[src/rtl/id_pkg.sv]
// id_pkg: shared decode definitions for the instruction-decode stage.
//   - MIPS opcode / funct constants for the supported subset
//   - control-word bit layout and field enums
//   - pack_ctrl helper that builds a control word from its fields
//
// Control word layout (16 bits):
//   [15]    RegWrite
//   [14]    MemRead
//   [13]    MemWrite
//   [12:11] MemToReg  (memtoreg_e)
//   [10:9]  RegDst    (regdst_e)
//   [8]     ALUSrc    (1 = immediate operand)
//   [7:4]   ALUOp     (alu_op_e)
//   [3:1]   Branch    (branch_e, resolved in EX)
//   [0]     ExtOp     (1 = immediate was sign-extended)
package id_pkg;

  localparam int CTRL_BITS = 16;

  localparam int C_REGWRITE = 15;
  localparam int C_MEMREAD  = 14;
  localparam int C_MEMWRITE = 13;
  localparam int C_M2R_LO   = 11;
  localparam int C_RDST_LO  = 9;
  localparam int C_ALUSRC   = 8;
  localparam int C_ALUOP_LO = 4;
  localparam int C_BR_LO    = 1;
  localparam int C_EXTOP    = 0;

  localparam logic [CTRL_BITS-1:0] CTRL_BUBBLE = '0;

  // Opcodes
  localparam logic [5:0] OP_RTYPE  = 6'h00;
  localparam logic [5:0] OP_REGIMM = 6'h01;
  localparam logic [5:0] OP_J      = 6'h02;
  localparam logic [5:0] OP_JAL    = 6'h03;
  localparam logic [5:0] OP_BEQ    = 6'h04;
  localparam logic [5:0] OP_BNE    = 6'h05;
  localparam logic [5:0] OP_BLEZ   = 6'h06;
  localparam logic [5:0] OP_BGTZ   = 6'h07;
  localparam logic [5:0] OP_ADDI   = 6'h08;
  localparam logic [5:0] OP_ADDIU  = 6'h09;
  localparam logic [5:0] OP_SLTI   = 6'h0A;
  localparam logic [5:0] OP_SLTIU  = 6'h0B;
  localparam logic [5:0] OP_ANDI   = 6'h0C;
  localparam logic [5:0] OP_LUI    = 6'h0F;
  localparam logic [5:0] OP_LW     = 6'h23;
  localparam logic [5:0] OP_SW     = 6'h2B;

  // R-type funct codes
  localparam logic [5:0] FN_SLL  = 6'h00;
  localparam logic [5:0] FN_SRL  = 6'h02;
  localparam logic [5:0] FN_SRA  = 6'h03;
  localparam logic [5:0] FN_JR   = 6'h08;
  localparam logic [5:0] FN_JALR = 6'h09;
  localparam logic [5:0] FN_ADD  = 6'h20;
  localparam logic [5:0] FN_ADDU = 6'h21;
  localparam logic [5:0] FN_SUB  = 6'h22;
  localparam logic [5:0] FN_SUBU = 6'h23;
  localparam logic [5:0] FN_AND  = 6'h24;
  localparam logic [5:0] FN_OR   = 6'h25;
  localparam logic [5:0] FN_XOR  = 6'h26;
  localparam logic [5:0] FN_NOR  = 6'h27;
  localparam logic [5:0] FN_SLT  = 6'h2A;
  localparam logic [5:0] FN_SLTU = 6'h2B;

  typedef enum logic [1:0] {
    RDST_RT = 2'd0,
    RDST_RD = 2'd1,
    RDST_RA = 2'd2
  } regdst_e;

  typedef enum logic [1:0] {
    M2R_ALU = 2'd0,
    M2R_MEM = 2'd1,
    M2R_PC  = 2'd2
  } memtoreg_e;

  typedef enum logic [3:0] {
    ALU_ADD  = 4'd0,
    ALU_ADDU = 4'd1,
    ALU_SUB  = 4'd2,
    ALU_SUBU = 4'd3,
    ALU_AND  = 4'd4,
    ALU_OR   = 4'd5,
    ALU_XOR  = 4'd6,
    ALU_NOR  = 4'd7,
    ALU_SLT  = 4'd8,
    ALU_SLTU = 4'd9,
    ALU_SLL  = 4'd10,
    ALU_SRL  = 4'd11,
    ALU_SRA  = 4'd12,
    ALU_LUI  = 4'd13
  } alu_op_e;

  typedef enum logic [2:0] {
    BR_NONE = 3'd0,
    BR_BEQ  = 3'd1,
    BR_BNE  = 3'd2,
    BR_BLEZ = 3'd3,
    BR_BGTZ = 3'd4,
    BR_BLTZ = 3'd5
  } branch_e;

  // Concatenation order matches the bit positions above.
  function automatic logic [CTRL_BITS-1:0] pack_ctrl(
    input logic      rw,
    input logic      mr,
    input logic      mw,
    input memtoreg_e m2r,
    input regdst_e   rdst,
    input logic      alusrc,
    input alu_op_e   aluop,
    input branch_e   br,
    input logic      ext
  );
    return {rw, mr, mw, m2r, rdst, alusrc, aluop, br, ext};
  endfunction

endpackage

[src/rtl/id_decoder.sv]
// id_decoder: purely combinational instruction decoder.
// Ports:
//   opcode    in  6   Instruction[31:26]
//   rt        in  5   Instruction[20:16] (selects REGIMM sub-op)
//   funct     in  6   Instruction[5:0]
//   ctrl      out 16  packed control word (layout in id_pkg)
//   uses_rt   out 1   instruction reads rt as a source operand
//   undefined out 1   opcode/funct not in the supported subset
//   is_j      out 1   j or jal
//   is_jr     out 1   jr or jalr
module id_decoder
  import id_pkg::*;
(
  input  logic [5:0]           opcode,
  input  logic [4:0]           rt,
  input  logic [5:0]           funct,
  output logic [CTRL_BITS-1:0] ctrl,
  output logic                 uses_rt,
  output logic                 undefined,
  output logic                 is_j,
  output logic                 is_jr
);

  // ALU op and validity for ordinary R-type arithmetic.
  alu_op_e r_op;
  logic    r_ok;

  always_comb begin
    r_op = ALU_ADD;
    r_ok = 1'b1;
    unique case (funct)
      FN_SLL:  r_op = ALU_SLL;
      FN_SRL:  r_op = ALU_SRL;
      FN_SRA:  r_op = ALU_SRA;
      FN_ADD:  r_op = ALU_ADD;
      FN_ADDU: r_op = ALU_ADDU;
      FN_SUB:  r_op = ALU_SUB;
      FN_SUBU: r_op = ALU_SUBU;
      FN_AND:  r_op = ALU_AND;
      FN_OR:   r_op = ALU_OR;
      FN_XOR:  r_op = ALU_XOR;
      FN_NOR:  r_op = ALU_NOR;
      FN_SLT:  r_op = ALU_SLT;
      FN_SLTU: r_op = ALU_SLTU;
      default: r_ok = 1'b0;
    endcase
  end

  always_comb begin
    ctrl      = CTRL_BUBBLE;
    uses_rt   = 1'b0;
    undefined = 1'b0;
    is_j      = 1'b0;
    is_jr     = 1'b0;
    unique case (opcode)
      OP_RTYPE: begin
        if (funct == FN_JR) begin
          is_jr = 1'b1;
        end else if (funct == FN_JALR) begin
          is_jr = 1'b1;
          ctrl  = pack_ctrl(1'b1, 1'b0, 1'b0, M2R_PC, RDST_RD, 1'b0, ALU_ADD, BR_NONE, 1'b0);
        end else if (r_ok) begin
          uses_rt = 1'b1;
          ctrl    = pack_ctrl(1'b1, 1'b0, 1'b0, M2R_ALU, RDST_RD, 1'b0, r_op, BR_NONE, 1'b0);
        end else begin
          undefined = 1'b1;
        end
      end
      OP_REGIMM: begin
        // Only bltz (rt == 0) is supported from the REGIMM group.
        if (rt == 5'd0)
          ctrl = pack_ctrl(1'b0, 1'b0, 1'b0, M2R_ALU, RDST_RT, 1'b0, ALU_SUB, BR_BLTZ, 1'b1);
        else
          undefined = 1'b1;
      end
      OP_J: is_j = 1'b1;
      OP_JAL: begin
        is_j = 1'b1;
        ctrl = pack_ctrl(1'b1, 1'b0, 1'b0, M2R_PC, RDST_RA, 1'b0, ALU_ADD, BR_NONE, 1'b0);
      end
      OP_BEQ: begin
        uses_rt = 1'b1;
        ctrl    = pack_ctrl(1'b0, 1'b0, 1'b0, M2R_ALU, RDST_RT, 1'b0, ALU_SUB, BR_BEQ, 1'b1);
      end
      OP_BNE: begin
        uses_rt = 1'b1;
        ctrl    = pack_ctrl(1'b0, 1'b0, 1'b0, M2R_ALU, RDST_RT, 1'b0, ALU_SUB, BR_BNE, 1'b1);
      end
      OP_BLEZ:  ctrl = pack_ctrl(1'b0, 1'b0, 1'b0, M2R_ALU, RDST_RT, 1'b0, ALU_SUB, BR_BLEZ, 1'b1);
      OP_BGTZ:  ctrl = pack_ctrl(1'b0, 1'b0, 1'b0, M2R_ALU, RDST_RT, 1'b0, ALU_SUB, BR_BGTZ, 1'b1);
      OP_ADDI:  ctrl = pack_ctrl(1'b1, 1'b0, 1'b0, M2R_ALU, RDST_RT, 1'b1, ALU_ADD, BR_NONE, 1'b1);
      OP_ADDIU: ctrl = pack_ctrl(1'b1, 1'b0, 1'b0, M2R_ALU, RDST_RT, 1'b1, ALU_ADDU, BR_NONE, 1'b1);
      OP_SLTI:  ctrl = pack_ctrl(1'b1, 1'b0, 1'b0, M2R_ALU, RDST_RT, 1'b1, ALU_SLT, BR_NONE, 1'b1);
      OP_SLTIU: ctrl = pack_ctrl(1'b1, 1'b0, 1'b0, M2R_ALU, RDST_RT, 1'b1, ALU_SLTU, BR_NONE, 1'b1);
      OP_ANDI:  ctrl = pack_ctrl(1'b1, 1'b0, 1'b0, M2R_ALU, RDST_RT, 1'b1, ALU_AND, BR_NONE, 1'b0);
      OP_LUI:   ctrl = pack_ctrl(1'b1, 1'b0, 1'b0, M2R_ALU, RDST_RT, 1'b1, ALU_LUI, BR_NONE, 1'b0);
      OP_LW:    ctrl = pack_ctrl(1'b1, 1'b1, 1'b0, M2R_MEM, RDST_RT, 1'b1, ALU_ADD, BR_NONE, 1'b1);
      OP_SW: begin
        uses_rt = 1'b1;
        ctrl    = pack_ctrl(1'b0, 1'b0, 1'b1, M2R_ALU, RDST_RT, 1'b1, ALU_ADD, BR_NONE, 1'b1);
      end
      default: undefined = 1'b1;
    endcase
  end

endmodule

[src/rtl/id_stage.sv]
// id_stage: instruction-decode pipeline stage.
// Decodes the IF_ID word, reads the register file, resolves j/jal/jr/jalr,
// detects load-use and jr hazards and registers the ID_EX bundle.
// Ports:
//   clk, reset            clock; synchronous active-high reset of ID_EX
//   IF_ID[63:0]           {PC_Plus4, Instruction}
//   rs_addr, rt_addr      regfile read addresses
//   rs_data, rt_data      regfile read data (write-through)
//   EX_MemRead, EX_RegWrite, EX_dst  hazard info from the EX stage
//   ID_Flush              kill the instruction currently in ID
//   IF_Pause, IF_Flush    combinational stall / nop-insert requests to fetch
//   PCSrc[2:0]            {JR, J, 0} redirect select
//   jump_address, jr_address  redirect targets
//   exception             undefined instruction accepted this cycle
//   ID_EX_*               registered bundle for execute
//
// Pipeline control: there is no valid/ready pair. Every cycle ID either
// passes its instruction to ID_EX or inserts a bubble. IF_Pause=1 means
// fetch must hold PC and IF_ID so the same instruction is seen again;
// IF_Flush=1 means the next IF_ID word must be a nop. Priority of the
// bubble sources: reset > ID_Flush > hazard stall > undefined instruction.
module id_stage
  import id_pkg::*;
#(
  parameter int          CTRL_W    = 16,
  parameter logic [31:0] RESET_VEC = 32'h0000_0000
) (
  input  logic              clk,
  input  logic              reset,
  input  logic [63:0]       IF_ID,
  output logic [4:0]        rs_addr,
  output logic [4:0]        rt_addr,
  input  logic [31:0]       rs_data,
  input  logic [31:0]       rt_data,
  input  logic              EX_MemRead,
  input  logic              EX_RegWrite,
  input  logic [4:0]        EX_dst,
  input  logic              ID_Flush,
  output logic              IF_Pause,
  output logic              IF_Flush,
  output logic [2:0]        PCSrc,
  output logic [31:0]       jump_address,
  output logic [31:0]       jr_address,
  output logic              exception,
  output logic [31:0]       ID_EX_PC_Plus4,
  output logic [31:0]       ID_EX_rs_data,
  output logic [31:0]       ID_EX_rt_data,
  output logic [31:0]       ID_EX_imm,
  output logic [4:0]        ID_EX_rs,
  output logic [4:0]        ID_EX_rt,
  output logic [4:0]        ID_EX_rd,
  output logic [4:0]        ID_EX_shamt,
  output logic [CTRL_W-1:0] ID_EX_ctrl
);

  logic [31:0] pc_plus4;
  logic [31:0] instr;
  logic [4:0]  rs, rt, rd, shamt;
  logic [15:0] imm16;
  logic [31:0] imm_ext;

  assign pc_plus4 = IF_ID[63:32];
  assign instr    = IF_ID[31:0];
  assign rs       = instr[25:21];
  assign rt       = instr[20:16];
  assign rd       = instr[15:11];
  assign shamt    = instr[10:6];
  assign imm16    = instr[15:0];

  assign rs_addr      = rs;
  assign rt_addr      = rt;
  assign jump_address = {pc_plus4[31:28], instr[25:0], 2'b00};
  assign jr_address   = rs_data;

  logic [CTRL_W-1:0] dec_ctrl;
  logic              uses_rt, undefined, is_j, is_jr;

  id_decoder u_decoder (
    .opcode    (instr[31:26]),
    .rt        (rt),
    .funct     (instr[5:0]),
    .ctrl      (dec_ctrl),
    .uses_rt   (uses_rt),
    .undefined (undefined),
    .is_j      (is_j),
    .is_jr     (is_jr)
  );

  always_comb begin
    imm_ext = {{16{imm16[15]}}, imm16};
    if (instr[31:26] == OP_ANDI)
      imm_ext = {16'h0000, imm16};
    else if (instr[31:26] == OP_LUI)
      imm_ext = {imm16, 16'h0000};
  end

  // Load-use compares rs unconditionally; rt only when it is a real source.
  logic load_use, jr_hazard, stall;
  assign load_use  = EX_MemRead && (EX_dst != 5'd0) &&
                     ((EX_dst == rs) || ((EX_dst == rt) && uses_rt));
  // jr/jalr read rs in ID, so any in-flight writer of rs must drain first.
  assign jr_hazard = is_jr && EX_RegWrite && (EX_dst != 5'd0) && (EX_dst == rs);
  assign stall     = load_use || jr_hazard;

  // take = 1 loads the decoded instruction into ID_EX, else a bubble.
  logic take;

  always_comb begin
    IF_Pause  = 1'b0;
    IF_Flush  = 1'b0;
    PCSrc     = 3'b000;
    exception = 1'b0;
    take      = 1'b0;
    if (ID_Flush) begin
      take = 1'b0;
    end else if (stall) begin
      IF_Pause = 1'b1;
    end else if (undefined) begin
      exception = 1'b1;
    end else begin
      take = 1'b1;
      if (is_j) begin
        PCSrc    = 3'b010;
        IF_Flush = 1'b1;
      end else if (is_jr) begin
        PCSrc    = 3'b100;
        IF_Flush = 1'b1;
      end
    end
  end

  always_ff @(posedge clk) begin
    if (reset || !take) begin
      ID_EX_PC_Plus4 <= RESET_VEC;
      ID_EX_rs_data  <= '0;
      ID_EX_rt_data  <= '0;
      ID_EX_imm      <= '0;
      ID_EX_rs       <= '0;
      ID_EX_rt       <= '0;
      ID_EX_rd       <= '0;
      ID_EX_shamt    <= '0;
      ID_EX_ctrl     <= '0;
    end else begin
      ID_EX_PC_Plus4 <= pc_plus4;
      ID_EX_rs_data  <= rs_data;
      ID_EX_rt_data  <= rt_data;
      ID_EX_imm      <= imm_ext;
      ID_EX_rs       <= rs;
      ID_EX_rt       <= rt;
      ID_EX_rd       <= rd;
      ID_EX_shamt    <= shamt;
      ID_EX_ctrl     <= dec_ctrl;
    end
  end

endmodule

[config.mk]
export PLATFORM = sky130hd
export DESIGN_NAME = id_stage
export DESIGN_NICKNAME = d
export VERILOG_FILES = /design/src/rtl/id_pkg.sv /design/src/rtl/id_decoder.sv /design/src/rtl/id_stage.sv
export SDC_FILE = /design/constraint.sdc
export NUM_CORES = 1
export LEC_CHECK = 0
export ABC_AREA = 1
export ABC_CLOCK_PERIOD_IN_PS = 3600
export BUFFER_PORTS_ARGS = -buffer_cell sky130_fd_sc_hd__buf_2
export CAP_MARGIN = 30
export CORE_AREA = 10 10 155 157
export CTS_CLUSTER_DIAMETER = 50
export DETAILED_ROUTE_END_ITERATION = 7
export DIE_AREA = 0 0 165 167
export GPL_TIMING_DRIVEN = 0
export PLACE_DENSITY = 0.65
export RECOVER_POWER = 100
export REMOVE_ABC_BUFFERS = 1
export SLEW_MARGIN = 20
export SYNTH_ARGS = -nofsm -noshare
export SYNTH_HDL_FRONTEND = slang
export SYNTH_HIERARCHICAL = 1
export SYNTH_SLANG_ARGS = --single-unit
[constraint.sdc]
create_clock -name clk -period 3.6 [get_ports clk]
set_clock_uncertainty 0.1 [all_clocks]
set_input_delay 0.54 -clock clk [delete_from_list [all_inputs] [get_ports clk]]
set_output_delay 0.54 -clock clk [all_outputs]
set_load 0.005 [all_outputs]
Word level (Yosys, flattened, before mapping)
Index checks and enable logic that the tools add are counted.

Bits of input ports: 138. Register bits after elaboration: 164. Logic and storage cells: 100. Output and inout bits: 244.

Eq/ne operators: 31. Reductions and logical operators: 19. Mux-type cells: 40.

Operators by type and width (count): $pmux W16 S15 (1); $eq A6 B6 Y1 const B (12); $mux W16 (4); $eq A6 B4 Y1 const B (8); $pmux W4 S12 (1); $mux W31 (1); $mux W1 (25); $eq A6 B2 Y1 const B (4); $eq A6 B3 Y1 const B (4); $mux W3 (5); $reduce_or A14 Y1 (1); $reduce_or A13 Y1 (1); $logic_not A6 Y1 (2); $eq A5 B5 Y1 (2); $eq A6 B1 Y1 const B (1); $logic_and A1 B1 Y1 (6); $mux W6 (1); $logic_not A5 Y1 (1); $reduce_bool A5 Y1 (1); $reduce_or A2 Y1 (2); $logic_or A1 B1 Y1 (3); $pmux W1 S3 (1); $reduce_or A3 Y1 (1); $pmux W1 S2 (1); $logic_not A1 Y1 (1).

Logic depth before layout (Yosys ltp)
Gate-level depths: netlist (run 1).

Word-level depth: 16. Depth in mapped cells: 18. Gate-level depth less buffers: 16.

Modules after synthesis
Netlist (run 1), hierarchy kept.

Modules (own cells, without submodules): id_stage (sequential area each 3283.1 um2, instances 1, cells an instance 678, area each 5652.9 um2); id_decoder (sequential area each 0.0 um2, instances 1, cells an instance 108, area each 534.3 um2).

Worst setup path after synthesis (run 1)
OpenSTA, ideal clock, no wires.

Path type: input -> output. Start: in IF_ID[26]. End: out PCSrc[2]. Setup slack: 1.308 ns. Data required time: 2.960 ns. Data arrival time: 1.652 ns. Cell stages on the path: 14. Path buffers: 0. Cells stage by stage: nor2_1 nand3_4 inv_2 nand2_1 nand2_1 nand2_1 inv_1 nand2_1 nor2_1 nand3_1 nand2_1 nand2_2 nand2_1 nor3_1.

Cells in the longest elaborated chain, start to end: 9. Elaborated cells on any way between the ends: 35. Classes of those cells: 15 x eq/ne; 9 x mux; 11 x reduce/logical.

Ends and longest elaborated chain: from (decl) (RTL line id_stage.sv:30) `input logic [63:0] IF_ID,`; $eq A6 B3 Y1 or $eq A6 B6 Y1 (tied branches) (RTL line id_decoder.sv:55) `unique case (opcode)`; $reduce_or A3 Y1 (no line); $pmux W1 S2 * (RTL line id_decoder.sv:55); named net uses_rt (RTL line id_stage.sv:76) `logic uses_rt, undefined, is_j, is_jr;`; $logic_and A1 B1 Y1 * (RTL line id_stage.sv:100) `((EX_dst == rs) || ((EX_dst == rt) && uses_rt));`; $logic_or A1 B1 Y1 * (RTL line id_stage.sv:100); $logic_and A1 B1 Y1 * (RTL line id_stage.sv:99) `assign load_use = EX_MemRead && (EX_dst != 5'd0) &&`; $logic_or A1 B1 Y1 * (RTL line id_stage.sv:103) `assign stall = load_use || jr_hazard;`; $mux W3 * (RTL line id_stage.sv:116) `end else if (stall) begin`; $mux W3 * (RTL line id_stage.sv:114) `if (ID_Flush) begin`; to (decl) (RTL line id_stage.sv:41) `output logic [2:0] PCSrc,`.

Mark *: on every way through the listed nets, which the timed path passes. The rest lies on a longest branch.

Worst setup path in the final report (run 1)
Start: in IF_ID[3]. End: out PCSrc[2].

Cells in the longest elaborated chain, start to end: 13. Elaborated cells on any way between the ends: 40. Classes of those cells: 14 x eq/ne; 17 x mux; 9 x reduce/logical.

Ends and longest elaborated chain: $eq A6 B2 Y1 (tied with other cells) (RTL line id_decoder.sv:31) `unique case (funct)`; $reduce_or A13 Y1 (no line); $mux W1 (RTL line id_decoder.sv:31); $mux W1 (RTL line id_decoder.sv:62) `end else if (r_ok) begin`; $mux W1 (RTL line id_decoder.sv:59) `end else if (funct == FN_JALR) begin`; $mux W1 * (RTL line id_decoder.sv:57) `if (funct == FN_JR) begin`; $pmux W1 S2 * (RTL line id_decoder.sv:55); named net uses_rt (RTL line id_stage.sv:76); $logic_and A1 B1 Y1 * (RTL line id_stage.sv:100); $logic_or A1 B1 Y1 * (RTL line id_stage.sv:100); $logic_and A1 B1 Y1 * (RTL line id_stage.sv:99); $logic_or A1 B1 Y1 * (RTL line id_stage.sv:103); $mux W3 * (RTL line id_stage.sv:116); $mux W3 * (RTL line id_stage.sv:114).

Marked as above.

==> reports/results.env, run 1 <==
TIMING.HOLD.WORST_ENDPOINT='ID_EX_PC_Plus4[21]'
GRT_START_MAX_NET_PINS=65
GRT_SETUP_UNREPAIRED='false'
TRITONCTS_CLOCK_TREE='built'
ROUTED_WL_PER_CELL_UM=14.41
INITIAL_ANTENNA_VIOLATION_COUNT=0
SYNTH-ASYNC-RESET-RATIO_PCT=0
STATUS='complete, no violations'
POSTSYNTHAREAPERCELL_UM2=7.872
DETAIL_ROUTE.ITER0.VIOLATIONS=266
CLOCK_POWER_SHARE_PCT=44.5
GR-USAGE-MET3_PCT=4.413
CP_MAX_FO=8
TIMING.CRITICAL_PATH.TO_TYPE='primary output'
FINAL.SETUP.WORST_SLACK_NS=0.6572
STATIC-LEAKAGE-POWER_uW=0.004192
MIN_FROM='IF_ID[53]'
IO_PINS=382
GLOBAL_ROUTE.USAGE.TOTAL_PCT=13.50
TNS_NS=0
SEQ_POWER_SHARE_PCT=47.5
PLACEABLECOREAREA_UM2=20820
ANTENNA-DIODE-COUNT=0
SYNTHTOLAYOUTAREAGROWTH_PCT=29.46
ROUTED_WIRELENGTH_UM=19880
VIA_COUNT_OF_THE_FIRST_GLOBAL_ROUTING_PASS=5177
CP.REQUIRED_NS=2.96
LAYOUT.CELLS.MOST_COMMON='sky130_fd_sc_hd__clkbuf_1'
GRT_MOST_USED_LAYER='met2'
POST_CTS.RESIZED_INSTANCES=0
WORSTHOLDPATHCELLS=3
MAXCAPVIOLATIONS=0
P_SW_SHARE_PCT=26.00
YS_TYPES=30
GROUTE.LAYER.MET1.USAGE_PCT=14.04
CTS_SETUP_BUFFERS=0
GLOBAL_ROUTE_CONGESTION_OVERFLOW_TOTAL=0
INITIAL_CORE_UTILIZATION_PCT=29.71
ANT_NETS=0
CTS_BUFFERS=17
ACHIEVABLE-FREQUENCY_MHz=339.8
COMBINATIONALPOWERSHARE_PCT=8.0
DIEHEIGHT_UM=167
SYNTH_SEQ_CELLS=164
WORSTMARGINPINSLEW_NS=0.8468
DRT_PRE_ANTENNA_ITERS=5
CRIT_TYPE='primary input to primary output'
TIMING.FINAL.MAX_SLEW_VIOLATIONS=0
HOLDBUFCOUNTCTS=0
PRE_CTS_WS_NS=0.6896
POWER_DENSITY_nW_PER_UM2=487.8
FIN_HOLD_WS_NS=0.2240
IO_BUFFERS=378
FIN_CRIT_SH_PCT=81.74
FINAL_NET_COUNT=1230
MAPPEDNETLISTAREA_UM2=6187
NETLIST_INSTANCES=786
SYNTHESIS.YOSYS.WARNINGS=6
DESIGN_POWER_TOTAL_uW=3907
PLACER_CONGESTION=0.8288
ROUTE.DETAILED.DRC=0
FP.DIEAREA_UM2=27560
YOSYS_MOST_USED_DFF='sky130_fd_sc_hd__dfxtp_1'
SYNTH_SEQ_AREA_SHARE_PCT=53.06
IR_DROP_mV=0.2756
POST-ROUTE-MIN-PERIOD_NS=2.943
CLKSLEWWORSTSETUPHOLDPATHS_NS=0.07
PLACEMENT_ROWS=53
CLK_PATH_BUF_DEPTH=2
P_SWITCHING_uW=1016
SYNTH_EDF_COUNT=0
GLOBALROUTEMET2UTIL_PCT=24.63
FINAL_LAYOUT_SIZE_SUFFIX_GT1_SHARE_PCT=18.64
CTS_ROOT_BUFFER='sky130_fd_sc_hd__clkbuf_16'
TRITONCTS_NUM_SINKS=164
N_FILL_CELL=2277
SETUP_VIOL=0
WORST_HOLD_PATH_TYPE='primary input to register'
LAYOUT_COMMON_CELLS='sky130_fd_sc_hd__clkbuf_1, sky130_fd_sc_hd__nor2_1, sky130_fd_sc_hd__inv_1'
CHIPWIDTH_UM=165
AVGVIACOUNTPERCELL=3.865
PLACE_HPWL_UM=16060
GLOBAL_ROUTE_WIRE_LENGTH_BEFORE_REPAIR_UM=29170
POWER.INTERNAL_uW=2892
DR_TOTAL_VIAS=5334
CP_DATA_ARRIVAL_TIME_NS=2.30
WORST_SETUP_PATH_START_KIND='primary input'
END_OF_FLOW_CORE_UTILIZATION_PCT=38.47
MAXSLEWHEADROOM_PCT=43.38
HTREEDEPTH=4
FINAL_HOLD_VIOS=0
## cell type report
| cell class | instances | area (um^2) | area share (%) |
|---|---|---|---|
| clock inverter | 14 | 143.9 | 1.796 |
| inverter | 186 | 698.2 | 8.716 |
| sequential | 164 | 3283 | 40.99 |
| tap | 275 | 344.1 | 4.296 |
| timing repair buffer | 382 | 1652 | 20.62 |
| clock buffer | 18 | 429.2 | 5.358 |
| multi-input combinational | 341 | 1460 | 18.23 |
## per-layer routing
layer	up-vias	wire, um
li1	2780	-
met4	0	272
met5	-	0
met3	22	1690
met1	2336	7730
met2	196	10190
## Yosys cell counts, types with 3 or more instances
master                       n  area share, %
sky130_fd_sc_hd__nor2_1    195             12
sky130_fd_sc_hd__inv_1     182             11
sky130_fd_sc_hd__dfxtp_1   164             53
sky130_fd_sc_hd__buf_4      77            9.3
sky130_fd_sc_hd__nand2_1    74            4.5
sky130_fd_sc_hd__o21ai_0    17            1.4
sky130_fd_sc_hd__nand3_1    16            1.3
sky130_fd_sc_hd__buf_6      13            2.4
sky130_fd_sc_hd__clkbuf_1    4           0.24
sky130_fd_sc_hd__inv_2       4           0.24
sky130_fd_sc_hd__nand2_2     4           0.40
sky130_fd_sc_hd__nor3_1      4           0.32
sky130_fd_sc_hd__a21oi_1     3           0.24
sky130_fd_sc_hd__buf_2       3           0.24
sky130_fd_sc_hd__nand4_1     3           0.30
sky130_fd_sc_hd__nor2_2      3           0.30
sky130_fd_sc_hd__nor2_4      3           0.55
## flip-flops by register name (all words and copies together), names as in the netlist
signal and count:
ID_EX_PC_Plus4 32, ID_EX_ctrl 16, ID_EX_imm 32, ID_EX_rd 5
ID_EX_rs 5, ID_EX_rs_data 32, ID_EX_rt 5, ID_EX_rt_data 32
ID_EX_shamt 5
## power groups by stage
stage | clock network, uW | registers, uW | logic (uW)
floorplan | 0 | 1900 | 113
global placement | 0 | 1890 | 339
detailed placement | 0 | 1890 | 340
CTS | 1800 | 1850 | 342
global route | 1890 | 1860 | 359
finish | 1740 | 1850 | 314
## kinds of logic after synthesis
family                 after synthesis  share of synthesized area, %
other                                1                       0.06061
XOR/XNOR                             2                        0.2832
AO/OA/AOI/OAI                       28                         2.548
flip-flops                         164                         53.06
AND/OR/NAND/NOR                    308                         20.57
buffers and inverters              283                         23.48
## worst max-delay path, cell delays in order
cell and delay (ns):
sky130_fd_sc_hd__clkbuf_1 0.30, sky130_fd_sc_hd__nor2_1 0.15, sky130_fd_sc_hd__nand3_1 0.15, sky130_fd_sc_hd__nand4_1 0.11
sky130_fd_sc_hd__nand2_1 0.13, sky130_fd_sc_hd__nand2_1 0.06, sky130_fd_sc_hd__nand2_1 0.06, sky130_fd_sc_hd__inv_1 0.04
sky130_fd_sc_hd__nand2_1 0.04, sky130_fd_sc_hd__nor2_1 0.04, sky130_fd_sc_hd__nand3_1 0.07, sky130_fd_sc_hd__nand2_1 0.08
sky130_fd_sc_hd__nand2_2 0.14, sky130_fd_sc_hd__nand2_1 0.10, sky130_fd_sc_hd__nor3_1 0.15, sky130_fd_sc_hd__clkbuf_1 0.14
## per-stage QoR
step | instances | cell area [um^2]
2_1_floorplan | 691 | 5440
3_3_place_gp | 1344 | 7676
3_5_place_dp | 1348 | 7765
4_1_cts | 1380 | 8338
5_1_grt | 1380 | 8010
6_report | 1380 | 8010
## how the worst max path moves through the flow
stage              from                 to  slack [ns]  cells past startpoint
2_1_floorplan  IF_ID[4]  ID_EX_PC_Plus4[0]        0.28                      9
3_3_place_gp   IF_ID[0]  ID_EX_PC_Plus4[1]       -1.50                     15
3_5_place_dp   IF_ID[3]  ID_EX_PC_Plus4[1]        0.69                     16
4_1_cts        IF_ID[3]           PCSrc[2]        0.72                     16
5_1_grt        IF_ID[3]           IF_Flush        0.29                     16
6_report       IF_ID[3]           PCSrc[2]        0.66                     16
(Power assumes the default switching activity.)
==> inputs of run 2 (changes only) <==
Settings changed: ABC_CLOCK_PERIOD_IN_PS 3600 to 2600, PLACE_DENSITY 0.65 to 0.67.
Clock period 3.6 ns to 2.6 ns, I/O delays scaled along.
==> run 2 against run 1 <==
Effect of this change: die area did not move; via count rose by 0.51%; combinational power rose by 46%; setup slack got worse by 0.49 ns; first-iteration DRC count fell by 30%; core utilization rose by 1.5 points; power rose by 39%; largest cell class unchanged; highest routed layer unchanged.
==> reports/results.env, run 2 (synthesized netlist as in run 1, its figures left out) <==
SYNTHTOLAYOUTAREAGROWTH_PCT=34.48  # was 29.46%
N_FILL_CELL=2185  # was 2277
SETUP_VIOL=0  # unchanged
CTS_ROOT_BUFFER='sky130_fd_sc_hd__clkbuf_16'  # unchanged
GLOBAL_ROUTE_CONGESTION_OVERFLOW_TOTAL=0  # unchanged
CRIT_PATH_CELLS='clkbuf_4, inv_1, nor2_4, nand2_1, nand4_1, nand2_2, nand2_1, nand2_1, inv_1, nand2_1, nor2_1, nand3_1, nand2_2, nand2_4, nand2_4, nor3_1, buf_2'  # was clkbuf_1, nor2_1, nand3_1, nand4_1, nand2_1, nand2_1, nand2_1, inv_1, nand2_1, nor2_1, nand3_1, nand2_1, nand2_2, nand2_1, nor3_1, clkbuf_1
HTREEDEPTH=4  # unchanged
POWER_DENSITY_nW_PER_UM2=652.2  # was 487.8 nW/um^2
POSTPLACECELLAREA_UM2=7750  # was 7765 um^2
CRITPATHSLOWESTCELL='sky130_fd_sc_hd__nor2_4'  # was sky130_fd_sc_hd__clkbuf_1
DR_TOTAL_VIAS=5361  # was 5334
STATUS='complete, no violations'  # unchanged
INITIAL_CORE_UTILIZATION_PCT=29.71  # unchanged
POST-ROUTE-MIN-PERIOD_NS=2.429
WORSTMARGINPINSLEW_NS=0.7279  # was 0.8468 ns
TRITONCTS_CLOCK_TREE='built'  # unchanged
CP_MAX_FO=5  # was 8
FINAL_LAYOUT_SIZE_SUFFIX_GT1_SHARE_PCT=35.08  # was 18.64%
FP.DIEAREA_UM2=27560  # unchanged
PLACER_CONGESTION=0.8354  # was 0.8288
PLACEDCELLCOUNT=1347  # was 1348
DIEHEIGHT_UM=167  # unchanged
PLACEABLECOREAREA_UM2=20820  # unchanged
CLKSLEWWORSTSETUPHOLDPATHS_NS=0.07  # about the same
DESIGN_POWER_TOTAL_uW=5427  # was 3907 uW
ROUTE.DETAILED.DRC=0  # unchanged
CP_DATA_ARRIVAL_TIME_NS=1.94  # was 2.30 ns
ANTENNA-DIODE-COUNT=0  # unchanged
IO_PINS=382  # unchanged
MAXSLEWHEADROOM_PCT=51.33  # was 43.38%
CRITICAL-PATH-MAX-STAGE-DELAY_NS=0.16  # was 0.30 ns
GRT_START_MAX_NET_PINS=65  # unchanged
TIMING.FINAL.MAX_SLEW_VIOLATIONS=0  # unchanged
WORST_HOLD_PATH_TYPE='primary input to register'  # unchanged
DETAIL_ROUTE.ITER0.VIOLATIONS=185  # was 266
GLOBAL_ROUTE_WIRE_LENGTH_BEFORE_REPAIR_UM=28950  # was 29170 um
CP.REQUIRED_NS=2.11  # was 2.96 ns
LAYOUT_COMMON_CELLS='sky130_fd_sc_hd__buf_2, sky130_fd_sc_hd__nor2_1, sky130_fd_sc_hd__inv_1'  # was sky130_fd_sc_hd__clkbuf_1, sky130_fd_sc_hd__nor2_1, sky130_fd_sc_hd__inv_1
VIA_COUNT_OF_THE_FIRST_GLOBAL_ROUTING_PASS=5363  # was 5177
MOST_FREQUENT_CP_CELL='sky130_fd_sc_hd__nand2_1'  # unchanged
PLACE_HPWL_UM=15910  # was 16060 um
DRT_PRE_ANTENNA_ITERS=4  # was 5
GLOBAL_ROUTE.USAGE.TOTAL_PCT=13.33  # was 13.50%
ANT_NETS=0  # unchanged
FIN_CRIT_SH_PCT=93.41
LAYOUT.CELLS.NON_FILLER=1381  # was 1380
CRIT_TYPE='primary input to primary output'  # unchanged
ROUTED_WL_PER_CELL_UM=14.05  # was 14.41 um
CTS_BUFFERS=17  # unchanged
IO_BUFFERS=378  # unchanged
AREA.SEQUENTIAL_UM2=3283  # unchanged
FINAL_NET_COUNT=1231  # was 1230
TRITONCTS_NUM_SINKS=164  # unchanged
ACHIEVABLE-FREQUENCY_MHz=411.7
IR_DROP_mV=0.3736  # was 0.2756 mV
HOLDBUFCOUNTCTS=0  # unchanged
COMBINED_AREA_OF_THE_MULTI_INPUT_LOGIC_CELLS_UM2=1514  # was 1460 um^2
TIMING.CRITICAL_PATH.TO_TYPE='primary output'  # unchanged
INITIAL_ANTENNA_VIOLATION_COUNT=0  # unchanged
FIN_HOLD_WS_NS=0.07214  # was 0.2240 ns
ROUTED_WIRELENGTH_UM=19400  # was 19880 um
STATIC-LEAKAGE-POWER_uW=0.004949  # was 0.004192 uW
TNS_NS=0  # unchanged
FINAL_HOLD_VIOS=0  # unchanged
WORST_SETUP_PATH_START_KIND='primary input'  # unchanged
PLACEMENT_ROWS=53  # unchanged
MAXCAPVIOLATIONS=0  # unchanged
CLK_PATH_BUF_DEPTH=2  # unchanged
CHIPWIDTH_UM=165  # unchanged
LAYOUT.CELLS.MOST_COMMON='sky130_fd_sc_hd__buf_2'  # was sky130_fd_sc_hd__clkbuf_1
AVGVIACOUNTPERCELL=3.882  # was 3.865
DESIGN_AREA_UM2=8320  # was 8010 um^2
==> run 2: cell types whose count changed in the layout (fill, tap and decap cells not counted), moves of 3 or more <==
cell                       before  now
sky130_fd_sc_hd__nor2_1       195  191
sky130_fd_sc_hd__clkbuf_1     224   55
sky130_fd_sc_hd__nand2_1       74   71
sky130_fd_sc_hd__nor2_4         3    6
sky130_fd_sc_hd__buf_2        152  319
==> run 2: where the power goes <==
part	leakage [uW]	internal, uW	switching [uW]
logic	0.00335	195	264
clock network	0.000269	1270	1130
registers	0.00133	2560	9.10
==> run 2: routing by layer <==
layer	routed length, um	part of all wire (%)	GRT usage (%)	up-vias
met2	10340	53	25.12	212
met4	147	0.76	3.120	0
met5	0	0	0	-
li1	-	-	-	2782
met1	7241	37	13.71	2358
met3	1671	8.6	4.364	9
==> run 2: timing repair <==
| action | CTS | global route |
|---|---|---|
| setup buffers | 0 | 2 |
| gates resized for setup | 0 | 16 |
| setup endpoints to repair | 0 | 5 |
==> run 2: path summary, 6_finish.rpt <==
check	from	to	slack [ns]	cells after the start
worst max-delay path	IF_ID[5]	PCSrc[2]	0.17	17
worst min-delay path	rt_data[3]	ID_EX_rt_data[3]	0.07	3
==> run 2: worst max-delay path, delay by kind of cell <==
kind	cells	cell delay [ns]
buffers and inverters	4	0.40
and+or+nand+nor	13	1.14
==> run 2: cell type report <==
| type | count | share of cell area [%] |
|---|---|---|
| Clock buffer | 18 | 5.158 |
| Inverter | 186 | 8.391 |
| Timing Repair Buffer | 383 | 22.96 |
| Tap cell | 275 | 4.135 |
| Multi-Input combinational cell | 341 | 18.20 |
| Clock inverter | 14 | 1.699 |
| Sequential cell | 164 | 39.46 |
==> run 2: through the flow <==
step	setup WS (ns)	utilization, %
floorplan	-0.5650	-
global placement	-2.231	36.86
detailed placement	-0.1414	37.22
CTS	0.03730	39.96
global route	-0.03004	39.96
finish	0.1713	39.96
==> inputs of run 3 (changes only) <==
Settings changed: ABC_CLOCK_PERIOD_IN_PS 2600 to 2850, PLACE_DENSITY 0.67 to 0.65.
Clock period 2.6 ns to 2.85 ns, I/O delays scaled along.
==> run 3 against run 2 <==
Effect of this change: die area stayed put; core utilization is 1.3 points lower; non-clock buffer count is 1 lower; critical path depth is 1 lower; first-iteration DRC count is 60% higher; clock power is 8% lower; global-route usage is 0.17 points higher; largest power group unchanged.
==> reports/results.env, run 3 (synthesized netlist as in run 1, its figures left out) <==
CP_DATA_ARRIVAL_TIME_NS=2.04  # was 1.94 ns
GLOBAL_ROUTE.USAGE.TOTAL_PCT=13.50  # was 13.33%
DIEHEIGHT_UM=167  # unchanged
CP_MAX_FO=8  # was 5
FINAL_LAYOUT_SIZE_SUFFIX_GT1_SHARE_PCT=19.46  # was 35.08%
GRT_START_MAX_NET_PINS=65  # unchanged
CTS_SETUP_BUFFERS=0  # unchanged
DRT_PRE_ANTENNA_ITERS=4  # unchanged
PLACE_HPWL_UM=16060  # was 15910 um
TIMING.CRITICAL_PATH.TO_TYPE='primary output'  # unchanged
MAXCAPVIOLATIONS=0  # unchanged
VIA_COUNT_OF_THE_FIRST_GLOBAL_ROUTING_PASS=5177  # was 5363
FP.DIEAREA_UM2=27560  # unchanged
PLACER_CONGESTION=0.8288  # was 0.8354
N_FILL_CELL=2278  # was 2185
POST-ROUTE-MIN-PERIOD_NS=2.567
MIN_FROM='IF_ID[53]'  # was rt_data[3]
CLK_PATH_BUF_DEPTH=2  # unchanged
TIMING.FINAL.MAX_SLEW_VIOLATIONS=0  # unchanged
FIN_CRIT_SH_PCT=90.06
CRITICAL_PATH_S_TOP_DELAY_FAMILY='simple AND/OR/NAND/NOR gates'  # unchanged
CRIT_TYPE='primary input to primary output'  # unchanged
LAYOUT_COMMON_CELLS='sky130_fd_sc_hd__clkbuf_1, sky130_fd_sc_hd__nor2_1, sky130_fd_sc_hd__inv_1'  # was sky130_fd_sc_hd__buf_2, sky130_fd_sc_hd__nor2_1, sky130_fd_sc_hd__inv_1
MAXSLEWHEADROOM_PCT=43.09  # was 51.33%
CHIPWIDTH_UM=165  # unchanged
CRIT_START='IF_ID[26]'  # was IF_ID[5]
WORST_HOLD_PATH_TYPE='primary input to register'  # unchanged
ROUTE.DETAILED.DRC=0  # unchanged
INITIAL_CORE_UTILIZATION_PCT=29.71  # unchanged
WORST_SETUP_PATH_START_KIND='primary input'  # unchanged
CRITICAL-PATH-MAX-STAGE-DELAY_NS=0.26  # was 0.16 ns
CTS_BUFFERS=17  # unchanged
COMBINED_AREA_OF_THE_MULTI_INPUT_LOGIC_CELLS_UM2=1468  # was 1514 um^2
CRITPATHSLOWESTCELL='sky130_fd_sc_hd__nor2_1'  # was sky130_fd_sc_hd__nor2_4
FIN_HOLD_WS_NS=0.1113  # was 0.07214 ns
TRITONCTS_NUM_SINKS=164  # unchanged
INITIAL_ANTENNA_VIOLATION_COUNT=0  # unchanged
ROUTED_WL_PER_CELL_UM=14.43  # was 14.05 um
AVGVIACOUNTPERCELL=3.872  # was 3.882
TRITONCTS_CLOCK_TREE='built'  # unchanged
SYNTHTOLAYOUTAREAGROWTH_PCT=30.17  # was 34.48%
HTREEDEPTH=4  # unchanged
ACHIEVABLE-FREQUENCY_MHz=389.6
CP.REQUIRED_NS=2.32  # was 2.11 ns
DR_TOTAL_VIAS=5343  # was 5361
IO_PINS=382  # unchanged
GLOBAL_ROUTE_WIRE_LENGTH_BEFORE_REPAIR_UM=29170  # was 28950 um
GLOBAL_ROUTE_CONGESTION_OVERFLOW_TOTAL=0  # unchanged
FINAL_NET_COUNT=1230  # was 1231
ROUTED_WIRELENGTH_UM=19920  # was 19400 um
ANT_NETS=0  # unchanged
WORSTMARGINPINSLEW_NS=0.8510  # was 0.7279 ns
TNS_NS=0  # unchanged
HOLDBUFCOUNTCTS=0  # unchanged
PLACEMENT_ROWS=53  # unchanged
FINAL_HOLD_VIOS=0  # unchanged
CLKSLEWWORSTSETUPHOLDPATHS_NS=0.07  # about the same
PLACEABLECOREAREA_UM2=20820  # unchanged
AREA.SEQUENTIAL_UM2=3283  # unchanged
CRITICAL_PATH.N_BUFFERS_INVERTERS=4  # unchanged
SETUP_VIOL=0  # unchanged
ANTENNA-DIODE-COUNT=0  # unchanged
IR_DROP_mV=0.3488  # was 0.3736 mV
CTS_ROOT_BUFFER='sky130_fd_sc_hd__clkbuf_16'  # unchanged
CRIT_PATH_CELLS='clkbuf_2, nor2_1, nand3_4, inv_2, nand2_1, nand2_1, nand2_1, inv_1, nand2_1, nor2_1, nand3_1, nand2_1, nand2_4, nand2_1, nor3_1, clkbuf_1'  # was clkbuf_4, inv_1, nor2_4, nand2_1, nand4_1, nand2_2, nand2_1, nand2_1, inv_1, nand2_1, nor2_1, nand3_1, nand2_2, nand2_4, nand2_4, nor3_1, buf_2
POST_CTS.RESIZED_INSTANCES=0  # unchanged
LAYOUT.CELLS.MOST_COMMON='sky130_fd_sc_hd__clkbuf_1'  # was sky130_fd_sc_hd__buf_2
IO_BUFFERS=378  # unchanged
POWER_DENSITY_nW_PER_UM2=613.4  # was 652.2 nW/um^2
MOST_FREQUENT_CP_CELL='sky130_fd_sc_hd__nand2_1'  # unchanged
STATUS='complete, no violations'  # unchanged
STATIC-LEAKAGE-POWER_uW=0.004234  # was 0.004949 uW
DETAIL_ROUTE.ITER0.VIOLATIONS=296  # was 185
GRT_SETUP_UNREPAIRED='false'
## run 3: report_power, final
group          internal [uW]  switching [uW]  leakage, uW
Combinational            162             239      0.00264
Sequential              2330            10.2      0.00133
Clock                   1160            1040     0.000271
Total                   3660            1280      0.00423
## run 3: cell type report
cell class	instances	share of cell area, %
Sequential cell	164	40.76
Timing Repair Buffer	382	20.96
Multi-Input combinational cell	341	18.22
Inverter	186	8.669
Clock buffer	18	5.329
Tap cell	275	4.272
Clock inverter	14	1.787
## run 3: stage by stage
stage               cells  area (um^2)  setup slack, ns  total power (uW)  util (%)
floorplan             691         5440          -0.3525              2544         -
global placement     1344         7676           -2.136              2821     36.86
detailed placement   1348         7765          0.05212              2824     37.29
CTS                  1380         8338           0.1936              5041     40.04
global route         1380         8054          0.02342              5189     38.68
finish               1380         8054           0.2834              4941     38.68
## run 3: layer usage
layer,routed length (um),part of all wire [%],GRT usage [%]
met1,7790,39,14.04
met2,10160,51,24.63
met3,1693,8.5,4.413
met4,274,1.4,4.507
met5,0,0,0
## run 3: worst min-delay path: stages
cell                     delay, ns
sky130_fd_sc_hd__buf_2        0.09
sky130_fd_sc_hd__inv_1        0.04
sky130_fd_sc_hd__nor2_1       0.03
## run 3: final timing paths
check / slack [ns] / endpoint / cells after the start
max: 0.28 / PCSrc[2] / 16
min: 0.11 / ID_EX_PC_Plus4[21] / 3
